## src/rtl/cache_refill_ctrl.sv

```systemverilog
// rtl/cache_refill_ctrl.sv - line refill / writeback sequencer between tag arbiter and BIU
//
// Moves whole cache lines word by word between the cache data memory and the
// external bus. One transaction in flight at a time: a miss (optionally
// preceded by a victim writeback) or a forced sync of all dirty lines.
//
// Ports:
//   clk, rst                      clock, asynchronous active-high reset
//   line_miss, miss_addr          refill request and faulting address
//   replace_dirty                 victim line needs writeback first
//   entry_replace_sel             victim entry index
//   victim_pa                     base PA of the entry selected by wb_sel
//   force_sync, dirty_vec         write back every dirty entry
//   refill_pa, line_refill        refill done pulse with line-aligned address
//   writeback_complete            writeback done pulse
//   wb_sel                        entry currently being written back
//   cmem_addr/we/wdata/rdata      cache data memory port ({entry, word})
//   bus_req/we/addr/wdata/rdata   BIU port, request held until bus_ack
//   bus_ack                       one-cycle bus completion
//   busy, sync_done               FSM active, end-of-sync pulse
module cache_refill_ctrl #(
  parameter int ENTRY_NUM  = 8,
  parameter int SEL_WIDTH  = (ENTRY_NUM > 1) ? $clog2(ENTRY_NUM) : 1,
  parameter int LINE_WORDS = 256,
  parameter int WORD_BITS  = $clog2(LINE_WORDS)
) (
  input  logic                           clk,
  input  logic                           rst,
  input  logic                           line_miss,
  input  logic [31:0]                    miss_addr,
  input  logic                           replace_dirty,
  input  logic [SEL_WIDTH-1:0]           entry_replace_sel,
  input  logic [31:0]                    victim_pa,
  input  logic                           force_sync,
  input  logic [ENTRY_NUM-1:0]           dirty_vec,
  output logic [31:0]                    refill_pa,
  output logic                           line_refill,
  output logic                           writeback_complete,
  output logic [SEL_WIDTH-1:0]           wb_sel,
  output logic [SEL_WIDTH+WORD_BITS-1:0] cmem_addr,
  output logic                           cmem_we,
  output logic [31:0]                    cmem_wdata,
  input  logic [31:0]                    cmem_rdata,
  output logic                           bus_req,
  output logic                           bus_we,
  output logic [31:0]                    bus_addr,
  output logic [31:0]                    bus_wdata,
  input  logic [31:0]                    bus_rdata,
  input  logic                           bus_ack,
  output logic                           busy,
  output logic                           sync_done
);

  localparam int BASE_W = 30 - WORD_BITS;
  localparam int IDX_W  = SEL_WIDTH + 1;
  localparam logic [WORD_BITS-1:0] LAST_WORD = WORD_BITS'(LINE_WORDS - 1);
  localparam logic [IDX_W-1:0]     SCAN_END  = IDX_W'(ENTRY_NUM);

  typedef enum logic [2:0] {
    IDLE, WB_RD, WB_BUS, WB_DONE, RF_BUS, RF_WR, RF_DONE, SYNC_SCAN
  } state_t;

  state_t               state, state_n;
  logic [WORD_BITS-1:0] cnt;
  logic                 sync_pend;
  logic                 in_miss;       // current transaction is a miss (vs. sync)
  logic [BASE_W-1:0]    miss_base_q;
  logic [BASE_W-1:0]    victim_base_q;
  logic [SEL_WIDTH-1:0] victim_q;
  logic [SEL_WIDTH-1:0] wb_sel_q;
  logic [31:0]          wdata_q;
  logic                 wb_first;      // first WB_BUS cycle: cmem_rdata not yet captured
  logic [31:0]          refill_word_q;
  logic [IDX_W-1:0]     scan_idx;      // one bit wider so ENTRY_NUM marks scan end

  logic last_word, scan_end, scan_hit;
  logic unused_bits;

  assign last_word   = (cnt == LAST_WORD);
  assign scan_end    = (scan_idx == SCAN_END);
  assign scan_hit    = !scan_end && dirty_vec[scan_idx[SEL_WIDTH-1:0]];
  assign wb_sel      = wb_sel_q;
  assign busy        = (state != IDLE);
  assign unused_bits = ^{miss_addr[WORD_BITS+1:0], victim_pa[WORD_BITS+1:0]};

  always_ff @(posedge clk or posedge rst) begin
    if (rst) state <= IDLE;
    else     state <= state_n;
  end

  always_comb begin
    state_n            = state;
    refill_pa          = '0;
    line_refill        = 1'b0;
    writeback_complete = 1'b0;
    cmem_addr          = '0;
    cmem_we            = 1'b0;
    cmem_wdata         = '0;
    bus_req            = 1'b0;
    bus_we             = 1'b0;
    bus_addr           = '0;
    bus_wdata          = '0;
    sync_done          = 1'b0;
    case (state)
      IDLE: begin
        if (line_miss)      state_n = replace_dirty ? WB_RD : RF_BUS;
        else if (sync_pend) state_n = SYNC_SCAN;
      end
      WB_RD: begin
        cmem_addr = {wb_sel_q, cnt};
        state_n   = WB_BUS;
      end
      WB_BUS: begin
        // Address stays on the memory so its read data holds through the request.
        cmem_addr = {wb_sel_q, cnt};
        bus_req   = 1'b1;
        bus_we    = 1'b1;
        bus_addr  = {victim_base_q, cnt, 2'b00};
        bus_wdata = wb_first ? cmem_rdata : wdata_q;
        if (bus_ack) state_n = last_word ? WB_DONE : WB_RD;
      end
      WB_DONE: begin
        writeback_complete = 1'b1;
        state_n            = in_miss ? RF_BUS : SYNC_SCAN;
      end
      RF_BUS: begin
        bus_req  = 1'b1;
        bus_addr = {miss_base_q, cnt, 2'b00};
        if (bus_ack) state_n = RF_WR;
      end
      RF_WR: begin
        cmem_we    = 1'b1;
        cmem_addr  = {victim_q, cnt};
        cmem_wdata = refill_word_q;
        state_n    = last_word ? RF_DONE : RF_BUS;
      end
      RF_DONE: begin
        line_refill = 1'b1;
        refill_pa   = {miss_base_q, cnt, 2'b00};
        state_n     = IDLE;
      end
      SYNC_SCAN: begin
        if (scan_end) begin
          sync_done = 1'b1;
          state_n   = IDLE;
        end else if (scan_hit) begin
          state_n = WB_RD;
        end
      end
      default: state_n = IDLE;
    endcase
  end

  always_ff @(posedge clk or posedge rst) begin
    if (rst) begin
      cnt           <= '0;
      sync_pend     <= 1'b0;
      in_miss       <= 1'b0;
      miss_base_q   <= '0;
      victim_base_q <= '0;
      victim_q      <= '0;
      wb_sel_q      <= '0;
      wdata_q       <= '0;
      wb_first      <= 1'b0;
      refill_word_q <= '0;
      scan_idx      <= '0;
    end else begin
      // A new force_sync wins over the clear so a late request is not lost.
      sync_pend <= force_sync | (sync_pend & ~sync_done);
      case (state)
        IDLE: begin
          if (line_miss) begin
            miss_base_q <= miss_addr[31:WORD_BITS+2];
            victim_q    <= entry_replace_sel;
            in_miss     <= 1'b1;
            if (replace_dirty) wb_sel_q <= entry_replace_sel;
          end else if (sync_pend) begin
            scan_idx <= '0;
          end
        end
        WB_RD: begin
          // victim_pa follows wb_sel, which is only settled once WB_RD is reached.
          if (cnt == '0) victim_base_q <= victim_pa[31:WORD_BITS+2];
          wb_first <= 1'b1;
        end
        WB_BUS: begin
          wb_first <= 1'b0;
          if (wb_first) wdata_q <= cmem_rdata;
          if (bus_ack)  cnt <= last_word ? '0 : cnt + WORD_BITS'(1);
        end
        WB_DONE: begin
          if (!in_miss) scan_idx <= scan_idx + IDX_W'(1);
        end
        RF_BUS: begin
          if (bus_ack) refill_word_q <= bus_rdata;
        end
        RF_WR: begin
          cnt <= last_word ? '0 : cnt + WORD_BITS'(1);
        end
        RF_DONE: begin
          in_miss <= 1'b0;
        end
        SYNC_SCAN: begin
          if (scan_hit)       wb_sel_q <= scan_idx[SEL_WIDTH-1:0];
          else if (!scan_end) scan_idx <= scan_idx + IDX_W'(1);
        end
        default: ;
      endcase
    end
  end

endmodule

```

## config.mk

```make
export PLATFORM = sky130hd
export DESIGN_NAME = cache_refill_ctrl
export DESIGN_NICKNAME = d
export VERILOG_FILES = /design/src/rtl/cache_refill_ctrl.sv
export SDC_FILE = /design/constraint.sdc
export NUM_CORES = 1
export LEC_CHECK = 0
export ABC_AREA = 1
export CAP_MARGIN = 20
export CORE_MARGIN = 2
export CORE_UTILIZATION = 43
export DETAILED_ROUTE_END_ITERATION = 8
export GPL_TIMING_DRIVEN = 0
export PLACE_DENSITY = 0.84
export SLEW_MARGIN = 25
export SYNTH_ARGS = -nofsm -noshare
export SYNTH_HDL_FRONTEND = slang
export SYNTH_SLANG_ARGS = --single-unit
```

## constraint.sdc

```tcl
create_clock -name clk -period 6.2 [get_ports clk]
set_clock_uncertainty 0.2 [all_clocks]
set_input_delay 1.55 -clock clk [delete_from_list [all_inputs] [get_ports clk]]
set_output_delay 1.55 -clock clk [all_outputs]
set_load 0.05 [all_outputs]
```

### Yosys cells after proc, flatten, opt, wreduce, memory -nomap -nowiden

Index checks and enable logic that the tools add are counted.

* mux-type cells: 42
* $lt $le $gt $ge: 1
* reduce and logical (&&, ||, !) cells: 20
* bitwise gates (word level): 3
* $add $sub $neg: 2
* eq/ne operators: 21

Operators by type and width (number)
* $mux 32: 4
* $pmux 32 s2: 1
* $mux 3: 10
* $pmux 3 s8: 1
* $pmux 11 s2: 1
* $mux 4: 5
* $ne 2x2->1 const B: 10
* $mux 8: 2
* $pmux 8 s2: 1
* $eq 3x3->1 const B: 4
* $pmux 4 s3: 1
* $reduce_and 2->1: 5
* $mux 1: 9
* $add 8x1->8 const B: 1
* $eq 8x8->1 const B: 1
* $logic_not 8->1: 1
* $reduce_and 4->1: 2
* $reduce_bool 2->1: 4
* $eq 3x2->1 const B: 2
* $mux 2: 3
* $ne 3x3->1 const B: 2
* $pmux 3 s2: 1
* $reduce_and 6->1: 1
* $reduce_bool 3->1: 2
* other kinds (13): 15

* output and inout bits: 149
* register bits: 132
* input port bits: 145
* logic and storage cells: 101

### Logic depth before layout (Yosys ltp)

Gate-level depths: netlist of the first run.

* word-level depth: 6
* mapped depth: 11
* mapped depth without buffers: 10

### Worst setup path before layout of the first run

Ideal clock, no wire load.

* kind: flip-flop to output port
* start: reg state[1]
* end: out refill_pa[10]
* buffers on the path: 1
* data required time: 4450 ps
* data arrival time: 2308 ps
* stages on the path, launching flop included: 6
* setup slack: 2142 ps
* cells stage by stage: dfrtp_1 > nand2_1 > nor2_1 > inv_1 > clkbuf_1 > nor2_1

* word-level cells in the longest chain between the ends: 2

RTL lines
* start: declaration: RTL line 63 `state_t state, state_n;`
* start signal: assignment: RTL line 88 `else state <= state_n;`
* $eq 3x3->1: RTL line 104 `case (state)`
* $mux 32: RTL line 104
* end: declaration: RTL line 36 `output logic [31:0] refill_pa,`

No other way between the ends.

### Worst setup path after layout of the first run

* start: reg state[1]
* end: out bus_addr[18]

* word-level cells in the longest chain between the ends: 2
* elaborated cells on any way between the ends: 3
* classes of those cells: 2 x eq/ne; 1 x mux

RTL lines
* $eq 3x3->1 / $eq 3x2->1 (equally long branches): RTL line 104
* $pmux 32 s2 (*): RTL line 104
* end: declaration: RTL line 46 `output logic [31:0] bus_addr,`

Mark *: on every way between the ends. The rest lies on a longest branch, timed or not.

==> impl_metrics.ini, run 1 <==
[pwr]
leakagePower_nw = 4.91
combPwrFrac_pct = 58.0
power.switching_w = 0.00284
power.internal_w = 0.00291
p_seq_share_pct = 23.3
power_density_nw_per_um2 = 553
p_clk_share_pct = 18.7
switching_share_pct = 49.4
vdd_drop_max_mv = 0.385

[finish]
area_delta_synth_final_pct = 53.8
seq_area_um2 = 3300
layout.nets = 1295
fillCellCount = 1227
antenna_cells = 0
finish.instance_area_um2 = 10400
multi_input_area_um2 = 2770
drive_gt1_share_pct = 8.80
stdcell_count = 1370

[sta]
min_period_over_period_pct = 78.4
min_period_ns = 4.86
slew_violations = 0
slew-limit-headroom_pct = 35.7
hold_violations = 0
holdWs_ns = 0.278
worstMarginPinSlew_ns = 0.962
max_freq_ghz = 0.206
rsz0062_at_grt = no
finalSetupViolations = 0
fin_setup_tns_ns = 0

[floorplan]
core.rowCount = 45
core_um2 = 15300
pin_count = 294
start_util_pct = 44.3
dieArea_um2 = 16700
die_x_um = 129
fp.dieH_um = 129

[synthesis]
syn-cell-area_um2 = 6760
synth-edff-count = 0
ys_seq_elements = 132
syn_area_per_cell_um2 = 7.91
synth-seq-area-share_pct = 48.9
synthFlopType = dfrtp_1
ys_types = 34
synth_async_sr_flop_share_pct = 100
syn_inst = 854
ys.warnings.count = 0

[clock_tree]
clk_latency_ns = 0.41
htree_levels = 4
ctsHoldBuffers = 0
cts.repair.resized = 0
cts_tree = yes
cts_buffer_depth = 2
postCtsSetupBuffers = 0
numCtsBuffers = 17
clk_pin_slew_ns = 0.06
cts_sinks = 132
cts-root-buf = clkbuf_16

[run_status]
status = complete, no violations

[drt]
totalWireLength_mm = 21.3
ant_nets = 0
wl_met3_mm = 1.83
drt-met1-wl_mm = 8.68
route.detailed.drc = 0
dr_wl_met2_mm = 10.4
first_iter_violations = 369
highest_layer = met4
firstDrtPassIters = 5
vias = 6672
vias_per_cell = 4.87
wl_per_cell_um = 15.5

[critical_path]
cp.arrival_ns = 3.11
critPathLaunchType = register
crit_type = reg -> out
critPathMaxFanout = 10
end_kind = output port
worstPathRequired_ns = 4.45

[grt]
grt_max_degree = 81
grt_use_total_pct = 25.3
grt_first_pass_wirelength_mm = 32.5
grt_pass1_vias = 6511
gr-total-overflow = 0
antenna_found_initial = 0

[placement]
placed_cells = 1338
dp_hpwl_mm = 16.2
dpl_cell_area_um2 = 9760
gp_congestion = 0.840
portBuffers = 269

[hold_path]
hold_class = reg -> reg

[run]
max-cap-violations = 0
Yosys cell counts (7+ instances only):
library cell	instances	share of area [%]
a21oi_1	35	2.6
o21ai_2	22	2.9
dfrtp_1	132	49
inv_1	109	6.1
nand3_1	19	1.4
buf_4	7	0.78
buf_2	13	0.96
mux2i_1	32	4.7
nor2_1	162	9.0
o21ai_0	90	6.7
nand2_1	161	8.9
clkbuf_1	22	1.2
final cells by class:
cell class / count / share of cell area [%]
multi-input cells: 563 / 26.7
clock inverters: 13 / 1.75
repair buffers: 270 / 26.2
inverters: 115 / 4.24
clock buffers: 19 / 4.36
flip-flops and latches: 132 / 31.8
plain buffers: 47 / 2.47
well taps: 211 / 2.54
worst paths after layout:
kind	from	end	slack (ns)	depth (start not counted)
hold / removal	victim_q[0]$_DFFE_PP0P_	victim_q[0]$_DFFE_PP0P_	0.28	2
max in group asynchronous	rst	miss_base_q[0]$_DFFE_PP0P_	3.70	3
setup / recovery	state[1]$_DFFE_PP0P_	bus_addr[18]	1.34	7
hold reg to reg	victim_q[0]$_DFFE_PP0P_	victim_q[0]$_DFFE_PP0P_	0.28	2
min in group asynchronous	rst	refill_word_q[14]$_DFFE_PP0P_	1.42	2
setup reg to reg	state[1]$_DFFE_PP0P_	miss_base_q[0]$_DFFE_PP0P_	4.07	7
critical path: stages (launching register included):
cell	delay, ns
dfrtp_1	0.47
inv_1	0.09
nand2_1	0.12
nor2_2	0.27
inv_1	0.18
clkbuf_1	0.24
o21ai_0	0.41
clkdlybuf4s50_1	0.90
layout by cell type, fill, tap and decap left out, types with 2 or more instances in the layout:
cell and count:
a22o_1 2, clkbuf_16 17, clkinvlp_4 2, nor3_1 2, conb_1 4, bufinv_16 4, buf_4 7, ha_1 4
o21ai_2 22, o21ai_0 90, nor2_2 5, clkinv_4 3, nor2_4 2, buf_6 5, nand2_2 5, mux2i_1 32
nand4_1 3, buf_2 13, clkbuf_8 2, inv_2 5, xor2_1 4, dfrtp_1 132, clkinv_2 5, clkbuf_1 22
nand3_1 19, clkdlybuf4s50_1 269, inv_1 108, nand2_1 161, nor2_1 162, a21oi_1 35, o21ai_1 2
per-layer routing:
layer / vias up / GRT usage [%]
li1: 3244 / -
met1: 3114 / 29.4
met2: 281 / 44.7
met3: 33 / 7.14
met4: 0 / 9.27
met5: - / 0
sequential cells by signal (all words and copies together) (netlist names), 3 cells and up:
register,flops
miss_base_q,22
victim_q,3
state,3
wdata_q,32
scan_idx,4
victim_base_q,22
cnt,8
wb_sel,3
refill_word_q,32
kinds of logic (layout without fill, tap and decap cells):
| family | after synthesis | in the layout | synth area share [%] |
|---|---|---|---|
| adder cells (fa/ha/maj) | 4 | 4 | 0.741 |
| other | 1 | 4 | 0.0555 |
| multiplexers | 32 | 32 | 4.74 |
| XOR/XNOR | 5 | 5 | 0.648 |
| AO/OA/AOI/OAI | 153 | 153 | 12.7 |
| flip-flops | 132 | 132 | 48.9 |
| AND/OR/NAND/NOR | 365 | 365 | 22.0 |
| buffers and inverters | 162 | 464 | 10.2 |
power groups by stage:
stage | registers [W] | logic, W | clock network, W
floorplan | 0.00135 | 0.00220 | 0
global placement | 0.00133 | 0.00328 | 0
detailed placement | 0.00135 | 0.00333 | 0
CTS | 0.00134 | 0.00335 | 0.00109
global route | 0.00137 | 0.00356 | 0.00112
finish | 0.00134 | 0.00333 | 0.00107
metrics by stage:
| step | worst slack, ns | util (%) | total power [W] |
|---|---|---|---|
| 2_1_floorplan | 0.924 | - | 0.00355 |
| 3_3_place_gp | -0.884 | 63.7 | 0.00461 |
| 3_5_place_dp | 1.36 | 64.0 | 0.00468 |
| 4_1_cts | 1.33 | 68.1 | 0.00577 |
| 5_1_grt | 1.24 | 68.1 | 0.00605 |
| 6_report | 1.34 | 68.1 | 0.00575 |
Power figures use the tool's default switching activity.
==> inputs of run 2 (changes only) <==
- CORE_UTILIZATION: 43 -> 39
- PLACE_DENSITY: 0.84 -> 0.8
- clock period: 6.2 -> 4.4 ns (I/O delays scaled with it)
==> impl_metrics.ini, run 2 (synthesis results as in run 1) <==
[run_status]
status = complete, no violations

[grt]
gr-total-overflow = 0
grt_use_total_pct = 23.7
grt_first_pass_wirelength_mm = 33.6
antenna_found_initial = 0
grt_pass1_vias = 6583
grt_max_degree = 32

[clock_tree]
clk_latency_ns = 0.42
cts_buffer_depth = 2
clk_pin_slew_ns = 0.06
htree_levels = 4
cts.repair.resized = 1
ctsHoldBuffers = 0
postCtsSetupBuffers = 0
cts_tree = yes
cts_sinks = 132
cts-root-buf = clkbuf_16
numCtsBuffers = 17

[drt]
firstDrtPassIters = 4
vias = 6563
route.detailed.drc = 0
first_iter_violations = 301
ant_nets = 0
vias_per_cell = 4.73
totalWireLength_mm = 21.5
wl_per_cell_um = 15.5

[critical_path]
critPathMaxFanout = 10
cpMostUsedCell = nor2_1
cp.arrival_ns = 2.95
cp_num_buf_inv = 3
end_kind = output port
path_cells = nand2_1 > nor2_1 > inv_1 > clkbuf_1 > nor2_1 > clkdlybuf4s50_1
crit_slowest_cell = clkdlybuf4s50_1
critPathLaunchType = register
max_stage_delay_ns = 0.87
crit_type = reg -> out
worstPathRequired_ns = 3.10
critPathTopFamily = buffers and inverters
r2r_setup_slack_ns = 2.23

[pwr]
power.switching_w = 0.00401
vdd_drop_max_mv = 0.499
power.internal_w = 0.00398
leakagePower_nw = 5.01
p_seq_share_pct = 23.6
p_clk_share_pct = 17.6
p_total_w = 0.00798
power_density_nw_per_um2 = 765
combPwrFrac_pct = 58.7
switching_share_pct = 50.2

[floorplan]
pin_count = 294
start_util_pct = 39.5
die_x_um = 136
fp.dieH_um = 136
dieArea_um2 = 18400
core.rowCount = 48
core_um2 = 17100

[sta]
worstMarginPinSlew_ns = 0.932
finalSetupViolations = 0
hold_violations = 0
slew_violations = 0
max_freq_ghz = 0.235
slew-limit-headroom_pct = 37.9
fin_setup_tns_ns = 0
min_period_ns = 4.25
rsz0062_at_grt = no
min_period_over_period_pct = 96.7

[finish]
multi_input_area_um2 = 2780
seq_area_um2 = 3300
drive_gt1_share_pct = 9.04
reg_top3 = refill_word_q x32, wdata_q x32
area_delta_synth_final_pct = 54.4
mostFrequentLayoutCells = 261 x clkdlybuf4s50_1, 161 x nand2_1, 161 x nor2_1, 132 x dfrtp_1, 108 x inv_1
fillCellCount = 1528
antenna_cells = 0
layout.nets = 1298
final_common_cell = clkdlybuf4s50_1

[hold_path]
hold_class = reg -> reg

[placement]
gp_congestion = 0.851
portBuffers = 269
dp_hpwl_mm = 16.7

[run]
max-cap-violations = 0
[run 2: area by class of cell]
type                    instances  share of cell area (%)
multi-input cells             563                    26.6
flip-flops and latches        132                    31.7
plain buffers                  47                    2.46
repair buffers                273                    26.7
inverters                     115                    4.19
clock buffers                  20                    4.38
well taps                     225                    2.70
clock inverters                12                    1.26
[run 2: power groups by stage]
stage	combinational, W	sequential (W)	clock, W
after floorplan	0.00310	0.00190	0
after global placement	0.00463	0.00188	0
after detailed placement	0.00471	0.00190	0
after CTS	0.00473	0.00188	0.00143
after global routing	0.00502	0.00193	0.00147
final	0.00469	0.00188	0.00141
[run 2: stage by stage]
step                setup WS [ns]  std cells  hold slack (ns)  util, %  instance area [um2]
global route              0.00804       1387            0.301     60.9                10400
finish                      0.147       1387            0.281     60.9                10400
CTS                        0.0567       1387            0.282     60.8                10400
global placement            0.203       1351            0.265     56.9                 9740
detailed placement          0.368       1355            0.263     57.4                 9820
floorplan                   0.792        857            0.243        -                 6770
[run 2: layer usage]
metal	share of wire [%]	GRT usage [%]	vias up	wire length, um
met5	0	0	-	0
met4	1.8	8.56	0	393
met3	8.8	7.07	25	1890
met2	48	40.6	254	10400
met1	41	28.4	3037	8860
li1	-	-	3247	-
[run 2: worst register-to-register path, stage by stage, from the launching register on]
cell and delay (ns):
dfrtp_1 0.48, nor2_1 0.20, nand2_2 0.15, nor2_2 0.28, buf_4 0.27, buf_2 0.33, o21ai_0 0.15
[run 2: worst paths after layout]
kind	from	to	cells after the start
worst max-delay path	state[1]$_DFFE_PP0P_	refill_pa[9]	6
worst min-delay path	victim_base_q[15]$_DFFE_PP0P_	victim_base_q[15]$_DFFE_PP0P_	2
worst max register to register	state[1]$_DFFE_PP0P_	miss_base_q[18]$_DFFE_PP0P_	6
worst min register to register	victim_base_q[15]$_DFFE_PP0P_	victim_base_q[15]$_DFFE_PP0P_	2
max in group asynchronous	rst	miss_base_q[4]$_DFFE_PP0P_	4
min in group asynchronous	rst	refill_word_q[13]$_DFFE_PP0P_	2
==> inputs of run 3 (changes only) <==
- CELL_PAD_IN_SITES_DETAIL_PLACEMENT: not set -> 2
- CELL_PAD_IN_SITES_GLOBAL_PLACEMENT: not set -> 2
- CORE_UTILIZATION: 39 -> 21
- GPL_TIMING_DRIVEN: 0 -> not set
- SLEW_MARGIN: 25 -> 20
==> impl_metrics.ini, run 3 (synthesis results as in run 1) <==
[critical_path]
r2r-end = cnt[6]$_DFFE_PP0P_
endpoint = cmem_wdata[9]
path_cells = nand2_1 > nor2_4 > inv_2 > nor2_1 > clkdlybuf4s50_1
ff2ff_path_depth = 8
crit_type = reg -> out
max_stage_delay_ns = 0.85
end_kind = output port
cp.arrival_ns = 2.75
r2r_setup_slack_ns = 1.91
worstPathRequired_ns = 3.10
r2r-start = state[2]$_DFFE_PP0P_
cp-startpoint = state[2]$_DFFE_PP0P_
critPathMaxFanout = 34
crit_slowest_cell = clkdlybuf4s50_1
critPathLaunchType = register

[drt]
first_iter_violations = 186
firstDrtPassIters = 4
vias_per_cell = 4.32
totalWireLength_mm = 25.9
route.detailed.drc = 0
wl_per_cell_um = 17.0
vias = 6586
ant_nets = 0

[sta]
fin_setup_tns_ns = 0
hold_violations = 0
slew-limit-headroom_pct = 46.5
min_period_over_period_pct = 92.1
worstMarginPinSlew_ns = 0.802
min_period_ns = 4.05
max_freq_ghz = 0.247
holdWs_ns = 0.287
finalSetupViolations = 0
rsz0062_at_grt = no
slew_violations = 0

[clock_tree]
cts-root-buf = clkbuf_16
ctsHoldBuffers = 0
cts_tree = yes
clk_pin_slew_ns = 0.07
cts_buffer_depth = 2
clk_latency_ns = 0.41
cts_sinks = 132
numCtsBuffers = 17
postCtsSetupBuffers = 0
htree_levels = 4

[pwr]
power.switching_w = 0.00412
combPwrFrac_pct = 58.1
leakagePower_nw = 5.24
vdd_drop_max_mv = 0.374
switching_share_pct = 51.7
power.internal_w = 0.00384
p_clk_share_pct = 17.6
power_density_nw_per_um2 = 770
p_seq_share_pct = 24.3

[floorplan]
dieArea_um2 = 33600
core_um2 = 31600
die_x_um = 183
pin_count = 294
fp.dieH_um = 183
start_util_pct = 21.4
core.rowCount = 65

[finish]
antenna_cells = 0
layout.nets = 1259
final_common_cell = clkdlybuf4s50_1
mostFrequentLayoutCells = 200 x clkdlybuf4s50_1, 162 x nor2_1, 161 x nand2_1, 131 x dfrtp_1, 108 x inv_1
stdcell_count = 1525
drive_gt1_share_pct = 12.1
fillCellCount = 3644
area_delta_synth_final_pct = 53.1
reg_top3 = refill_word_q x32, wdata_q x32

[placement]
placed_cells = 1493
dp_hpwl_mm = 19.0
gp_congestion = 0.758
portBuffers = 269

[hold_path]
hold_class = reg -> reg

[grt]
grt_pass1_vias = 7161
antenna_found_initial = 0
grt_first_pass_wirelength_mm = 40.7
grt_max_degree = 133
grt_use_total_pct = 15.7
gr-total-overflow = 0

[run_status]
status = complete, no violations

[run]
max-cap-violations = 0
## run 3: worst min path at each step
stage	start	end	slack, ns	cells after the start
finish	wdata_q[20]$_DFFE_PP0P_	wdata_q[20]$_DFFE_PP0P_	0.29	2
global route	victim_base_q[21]$_DFFE_PP0P_	victim_base_q[21]$_DFFE_PP0P_	0.32	2
CTS	victim_q[1]$_DFFE_PP0P_	victim_q[1]$_DFFE_PP0P_	0.29	2
detailed placement	victim_q[0]$_DFFE_PP0P_	victim_q[0]$_DFFE_PP0P_	0.27	2
global placement	victim_q[0]$_DFFE_PP0P_	victim_q[0]$_DFFE_PP0P_	0.26	2
floorplan	victim_q[0]$_DFFE_PP0P_	victim_q[0]$_DFFE_PP0P_	0.24	2
## run 3: final cells by class
cell class	instances	area, um2	area share (%)
Clock buffer	20	457	4.42
Clock inverter	12	108	1.04
Inverter	115	437	4.22
Multi-Input combinational cell	563	2780	26.9
Sequential cell	132	3300	32.0
Tap cell	402	503	4.86
Timing Repair Buffer	281	2750	26.6
## run 3: routing by layer
metal	part of all wire, %	up-vias	track usage (%)
li1	-	3160	-
met1	44	3214	19.6
met2	48	206	26.1
met3	7.9	6	5.68
met4	0.55	0	3.07
met5	0	-	0
## run 3: what timing repair did
item,CTS,global route
resized for setup,2,20
endpoints found under the hold margin,0,0
endpoints found under the setup margin,2,20
## run 3: stage by stage
step | total power (W) | area [um2] | setup WS, ns | util (%)
after detailed placement | 0.00667 | 9730 | 0.437 | 30.7
final | 0.00796 | 10300 | 0.347 | 32.7
after floorplan | 0.00500 | 6770 | 0.792 | -
after global routing | 0.00854 | 10300 | 0.113 | 32.7
after global placement | 0.00652 | 9730 | 0.434 | 30.7
after CTS | 0.00813 | 10300 | 0.0250 | 32.5
## run 3: power by group through the flow
stage	registers (W)	clock network [W]	logic (W)
final	0.00193	0.00140	0.00462
after global routing	0.00200	0.00151	0.00503
after CTS	0.00194	0.00147	0.00472
after detailed placement	0.00196	0	0.00470
after global placement	0.00193	0	0.00459
after floorplan	0.00190	0	0.00310
## run 3: critical path, delay by kind of cell (launching register included)
kind,cells,cell delay (ns)
flops,1,0.55
simple gates,3,0.64
buf+inv,2,1.12
